`src/rtl/shift_pkg.sv`:
```
// Shared constants and types for the iterative shifters beside the ALU.
package shift_pkg;

  localparam int WIDTH_DEF = 16;
  localparam int CNT_W     = 5;
  localparam int SHAMT_MAX = 16;

  typedef enum logic {
    IDLE  = 1'b0,
    SHIFT = 1'b1
  } state_t;

endpackage

```
`src/rtl/shr_step.sv`:
```
// Single-position right shift: fill enters at the MSB, bit 0 falls out.
module shr_step #(
  parameter int WIDTH = 16
) (
  input  logic [WIDTH-1:0] value,
  input  logic             fill,
  output logic [WIDTH-1:0] shifted,
  output logic             out_bit
);

  assign shifted = {fill, value[WIDTH-1:1]};
  assign out_bit = value[0];

endmodule

```
`src/rtl/seq_shift_right.sv`:
```
// Iterative right shifter, one position per clock, start/done handshake.
// Sign-fill is compiled in only when SHR_ARITH_EN is defined.
module seq_shift_right
  import shift_pkg::*;
#(
  parameter int WIDTH = WIDTH_DEF
) (
  input  logic             clk,
  input  logic             rst,
  input  logic [WIDTH-1:0] a,
  input  logic [WIDTH-1:0] b,
  input  logic             arith,
  input  logic             start,
  output logic [WIDTH-1:0] s,
  output logic             cout,
  output logic             busy,
  output logic             done
);

  state_t             state, state_nx;
  logic [CNT_W-1:0]   cnt, cnt_ld;
  logic [WIDTH-1:0]   work, work_nx;
  logic               cout_w, step_out;
  logic               fill;

  // Shift amounts at or beyond the width all behave like a full-width shift.
  assign cnt_ld = (b >= WIDTH'(SHAMT_MAX)) ? CNT_W'(SHAMT_MAX) : b[CNT_W-1:0];

`ifdef SHR_ARITH_EN
  logic arith_q;
  always_ff @(posedge clk) begin
    if (rst)                         arith_q <= 1'b0;
    else if (state == IDLE && start) arith_q <= arith;
  end
  assign fill = arith_q & work[WIDTH-1];
`else
  logic unused_arith;
  assign unused_arith = arith;
  assign fill = 1'b0;
`endif

  shr_step #(.WIDTH(WIDTH)) u_step (
    .value   (work),
    .fill    (fill),
    .shifted (work_nx),
    .out_bit (step_out)
  );

  always_comb begin
    state_nx = state;
    case (state)
      IDLE:    if (start) state_nx = SHIFT;
      SHIFT:   if (cnt == '0) state_nx = IDLE;
      default: state_nx = IDLE;
    endcase
  end

  always_ff @(posedge clk) begin
    if (rst) state <= IDLE;
    else     state <= state_nx;
  end

  // cout_w tracks the latest shifted-out bit; the visible cout only moves at completion.
  always_ff @(posedge clk) begin
    if (rst) begin
      cnt    <= '0;
      work   <= '0;
      cout_w <= 1'b0;
      s      <= '0;
      cout   <= 1'b0;
      done   <= 1'b0;
    end else begin
      done <= 1'b0;
      case (state)
        IDLE: begin
          if (start) begin
            work   <= a;
            cnt    <= cnt_ld;
            cout_w <= 1'b0;
          end
        end
        SHIFT: begin
          if (cnt != '0) begin
            work   <= work_nx;
            cout_w <= step_out;
            cnt    <= cnt - CNT_W'(1);
          end else begin
            s    <= work;
            cout <= cout_w;
            done <= 1'b1;
          end
        end
        default: ;
      endcase
    end
  end

  assign busy = (state == SHIFT);

endmodule

```
`config.mk`:
```
export PLATFORM = sky130hd
export DESIGN_NAME = seq_shift_right
export DESIGN_NICKNAME = d
export VERILOG_FILES = /design/src/rtl/shift_pkg.sv /design/src/rtl/shr_step.sv /design/src/rtl/seq_shift_right.sv
export SDC_FILE = /design/constraint.sdc
export NUM_CORES = 1
export LEC_CHECK = 0
export CAP_MARGIN = 15
export CELL_PAD_IN_SITES_DETAIL_PLACEMENT = 1
export CELL_PAD_IN_SITES_GLOBAL_PLACEMENT = 1
export CORE_MARGIN = 5
export CORE_UTILIZATION = 38
export DETAILED_ROUTE_END_ITERATION = 7
export GPL_ROUTABILITY_DRIVEN = 1
export PLACE_DENSITY_LB_ADDON = 0.1
export SLEW_MARGIN = 40
export SYNTH_ARGS = -nofsm -noshare
export SYNTH_HDL_FRONTEND = slang
export SYNTH_HIERARCHICAL = 1
export SYNTH_SLANG_ARGS = --single-unit
```
`constraint.sdc`:
```
create_clock -name clk -period 2.8 [get_ports clk]
set_input_delay 0.28 -clock clk [delete_from_list [all_inputs] [get_ports clk]]
set_output_delay 0.28 -clock clk [all_outputs]
set_load 0.03 [all_outputs]
```
==> run summary <==
The number of inserted filler cells in the final layout is 596. The number of instances in the synthesized netlist is 215. The most area-hungry cell type in the Yosys netlist is sky130_fd_sc_hd__dfxtp_1. The post-synthesis instance area is 1950 um2. The number of buffers created by CTS came out at 5. The per-cell via count in the routed design is 4.84. The placed instance area is 2370 um2. After detailed routing, the met2 layer carries 2.02 mm of wire. The number of max-cap violations is 0. The number of global-route vias before repair is 1566. The DRC violation total after the first TritonRoute iteration is 44. For the final database, setup skew stands at 0.00593 ns. The largest net degree at the start of global routing came out at 42. Measured in cells, the most critical reg-to-reg path has a length of 7. The final critical path takes up 74.2% of the cycle.

At the end of the flow, the number of nets in the layout was 283. The post-route DRC violation count came out at 0. The utilization after layout came out at 49.1%. The final number of hold-violating endpoints came to 0. Summed over all layers, the routed wires come to 4.41 mm.

The total via count after detailed routing is 1531. The final worst setup slack came out at 0.724 ns. The detailed placement HPWL came out at 3.01 mm. The number of buffers added to fix hold violations after cts came out at 0.

The final number of setup-violating endpoints is 0. The switching part of the total is 29.1%. The total overflow reported by the global router came out at 0. The sum of met3 wire segment lengths after detailed routing is 303 um.

The worst setup path is launched from a flip-flop. At the pin with the least slew margin, the transition time is 0.762 ns. The detailed router used layers up to and including met4.

The number of clock sinks is 41. The initial antenna violation count was 0. Global routing consumed, over all layers together, 14.1% of the routing resources. The minimum hold slack is 0.448 ns. The critical path is of the flip-flop to flip-flop type. The relative max-transition margin came out at 49.2%. The final routed wire length divided by cell count came out at 14.0 um. The max-slew violation count came to 0. The post-CTS setup buffer count is 0. The final-layout setup total negative slack came out at 0 ns.

The die is 81.6 um tall. In this run the tool buffered the top-level ports with 53 buffer cells. The worst path needs 2.08 ns of the cycle, external delays included.

The area of combinational cells with multiple inputs is 892 um2. The class of the tightest hold or removal check is input pin to flip-flop. The end point of the critical path is cnt[2]$_SDFFE_PP0P_. Setup repair after global routing left no endpoint under its margin.

The total die area is 6660 um2. Registers are responsible for 45.7% of the overall power. The core region is 5040 um2. STA puts the critical path data arrival time at 2.25 ns.

The power share of the combinational group came out at 23.8%. The total iterations of the first detailed-routing run came out at 4. At the worst endpoint, the required time is 2.97 ns. 55 I/O pins were placed. The tree is rooted in a sky130_fd_sc_hd__clkbuf_8. For this block, wires on met1 add up to 2.03 mm. The area added between synthesis and finish is 26.9%. The run finished with clean final reports. The wire length of the first global-routing pass came out at 7.19 mm. The worst-path maximum fanout is 37. TritonCTS built the clock tree.

The number of antenna diodes in the final layout is 0. The register area share after synthesis is 42.1%. The weighted congestion at the end of routability-driven global placement is 0.692. The floorplan has 26 rows. The fraction of layout instances using a drive strength above 1 is 12.2%. At the later pin of the worst-skew pair, clock insertion delay measures 0.29 ns. The power density relative to cell area is 607 nW/um2. The synthesized design contains 41 register bits. The switching power summed over all nets came out at 0.437 mW. The number of buffers on the longest clock path is 2.

During synthesis, Yosys emitted a total of 6 warnings. The clock network burns 30.5% of the power. The element type at the critical path end is a flip-flop. The post-cts gate resize count came out at 0. The internal portion of the total power is 1.06 mW. The top achievable clock speed came out at 482 MHz.

The launch point of the worst path is cnt[0]$_SDFFE_PP0P_. The register-to-register path setup slack is 0.72 ns. The startpoint identified for the worst register-to-register timing path is cnt[0]$_SDFFE_PP0P_. After clock tree synthesis, the clock-pin slew on the worst setup and hold paths is 0.07 ns.

The post-synthesis cell type count came out at 32. The peak supply drop came out at 0.000366 V. Yosys attributes the largest share of cell area to sky130_fd_sc_hd__dfxtp_1, sky130_fd_sc_hd__a211oi_2, sky130_fd_sc_hd__mux2i_1. The storage element area is 821 um2. The die span in x came out at 81.6 um.

The cell area after layout came out at 2470 um2. The average cell area after synthesis came out at 9.07 um2. The total nets after synthesis is 252. The worst setup slack after placement is 0.745 ns. The terminus of the critical flop-to-flop path is cnt[2]$_SDFFE_PP0P_.

In this run the static leakage power is 0.864 nW. The area share of the largest cell type after synthesis is 42.1%. The remaining antenna violation count after routing is 0. The H-tree was split into 2 levels. The starting density of the core came out at 38.7%.
## critical path, cell delays in order (launching register included)
cell	delay (ns)
sky130_fd_sc_hd__dfxtp_1	0.37
sky130_fd_sc_hd__inv_1	0.09
sky130_fd_sc_hd__ha_1	0.23
sky130_fd_sc_hd__or3b_1	0.28
sky130_fd_sc_hd__o22a_1	0.17
sky130_fd_sc_hd__buf_4	0.40
sky130_fd_sc_hd__nor2_1	0.07
sky130_fd_sc_hd__a2111oi_0	0.35
## logic make-up (layout without fill, tap and decap cells)
group           after synthesis  in the layout  share of synthesized area [%]
flops                        41             41                           42.1
compound gates               46             46                           19.8
mux                          16             16                           8.22
other cells                   1              1                          0.192
fa+ha+maj                     1              1                          0.642
simple gates                 72             72                           16.0
buf+inv                      36             67                           12.1
xor+xnor                      2              2                          0.899
## power by group through the flow
stage,combinational [mW],clock [mW],sequential (mW)
after floorplan,0.284,0,0.711
after global placement,0.354,0,0.701
after detailed placement,0.360,0,0.701
after CTS,0.364,0.477,0.688
after global routing,0.391,0.504,0.696
final,0.358,0.458,0.687
## area by class of cell
class                      count  share of cell area (%)
multi-input combinational    138                    36.1
clock inverter                 2                    1.42
inverter                       3                   0.455
sequential                    41                    33.2
tap                           70                    3.54
clock buffer                   5                    2.78
timing repair buffer          57                    22.6
## cells in the mapped netlist
cell,number
sky130_fd_sc_hd__nor2_1,22
sky130_fd_sc_hd__or3b_1,1
sky130_fd_sc_hd__conb_1,1
sky130_fd_sc_hd__or2_1,1
sky130_fd_sc_hd__nand3b_1,2
sky130_fd_sc_hd__a2111oi_0,1
sky130_fd_sc_hd__buf_6,4
sky130_fd_sc_hd__o22ai_1,1
sky130_fd_sc_hd__o21ai_0,2
sky130_fd_sc_hd__nor2b_1,1
sky130_fd_sc_hd__clkbuf_1,5
sky130_fd_sc_hd__xor2_1,1
sky130_fd_sc_hd__buf_4,17
sky130_fd_sc_hd__nand4b_1,1
sky130_fd_sc_hd__nand2_1,35
sky130_fd_sc_hd__dfxtp_1,41
sky130_fd_sc_hd__buf_2,6
sky130_fd_sc_hd__a311oi_2,2
sky130_fd_sc_hd__o211ai_1,2
sky130_fd_sc_hd__xnor2_1,1
sky130_fd_sc_hd__nor4_1,3
sky130_fd_sc_hd__nor3_1,2
sky130_fd_sc_hd__a211oi_2,16
sky130_fd_sc_hd__a31oi_1,1
sky130_fd_sc_hd__buf_1,1
sky130_fd_sc_hd__a21oi_1,20
sky130_fd_sc_hd__inv_1,3
sky130_fd_sc_hd__o22a_1,1
sky130_fd_sc_hd__and3_1,1
sky130_fd_sc_hd__mux2i_1,16
sky130_fd_sc_hd__nand2b_1,3
sky130_fd_sc_hd__ha_1,1
## sequential cells by signal, summed over array words and instances, names as in the netlist
signal	cells
cnt	5
work	16
cout_w	1
busy	1
done	1
cout	1
s	16
## layer usage
metal	vias up	track usage, %
met5	-	0
met4	0	4.49
met3	6	4.93
met2	37	22.7
met1	714	17.7
li1	774	-
## stage by stage
step	instances	total power, mW
detailed placement	309	1.06
global placement	309	1.05
global route	316	1.59
finish	316	1.50
floorplan	215	0.995
CTS	316	1.53
## how the worst min path moves through the flow
stage,start,to,depth (start not counted)
finish,rst,done$_SDFF_PP0_,2
global route,rst,s[9]$_SDFFE_PP0P_,2
CTS,rst,done$_SDFF_PP0_,2
detailed placement,s[6]$_SDFFE_PP0P_,s[6]$_SDFFE_PP0P_,2
global placement,s[4]$_SDFFE_PP0P_,s[4]$_SDFFE_PP0P_,2
floorplan,rst,cnt[2]$_SDFFE_PP0P_,1
## placed cells by master (no fill, tap or decap), types with 2 or more instances in the layout
cell / synthesis / routed
sky130_fd_sc_hd__nor4_1: 3 / 3
sky130_fd_sc_hd__a21oi_1: 20 / 20
sky130_fd_sc_hd__inv_1: 3 / 3
sky130_fd_sc_hd__mux2i_1: 16 / 16
sky130_fd_sc_hd__nand2_1: 35 / 35
sky130_fd_sc_hd__nor2_1: 22 / 22
sky130_fd_sc_hd__o211ai_1: 2 / 2
sky130_fd_sc_hd__dfxtp_1: 41 / 41
sky130_fd_sc_hd__nand2b_1: 3 / 3
sky130_fd_sc_hd__clkdlybuf4s50_1: 0 / 52
sky130_fd_sc_hd__o21ai_0: 2 / 2
sky130_fd_sc_hd__a211oi_2: 16 / 16
sky130_fd_sc_hd__clkbuf_8: 0 / 5
sky130_fd_sc_hd__nor3_1: 2 / 2
sky130_fd_sc_hd__nand3b_1: 2 / 2
sky130_fd_sc_hd__a311oi_2: 2 / 2
sky130_fd_sc_hd__buf_4: 17 / 5
Note: power is estimated with default switching activity, not from simulation.
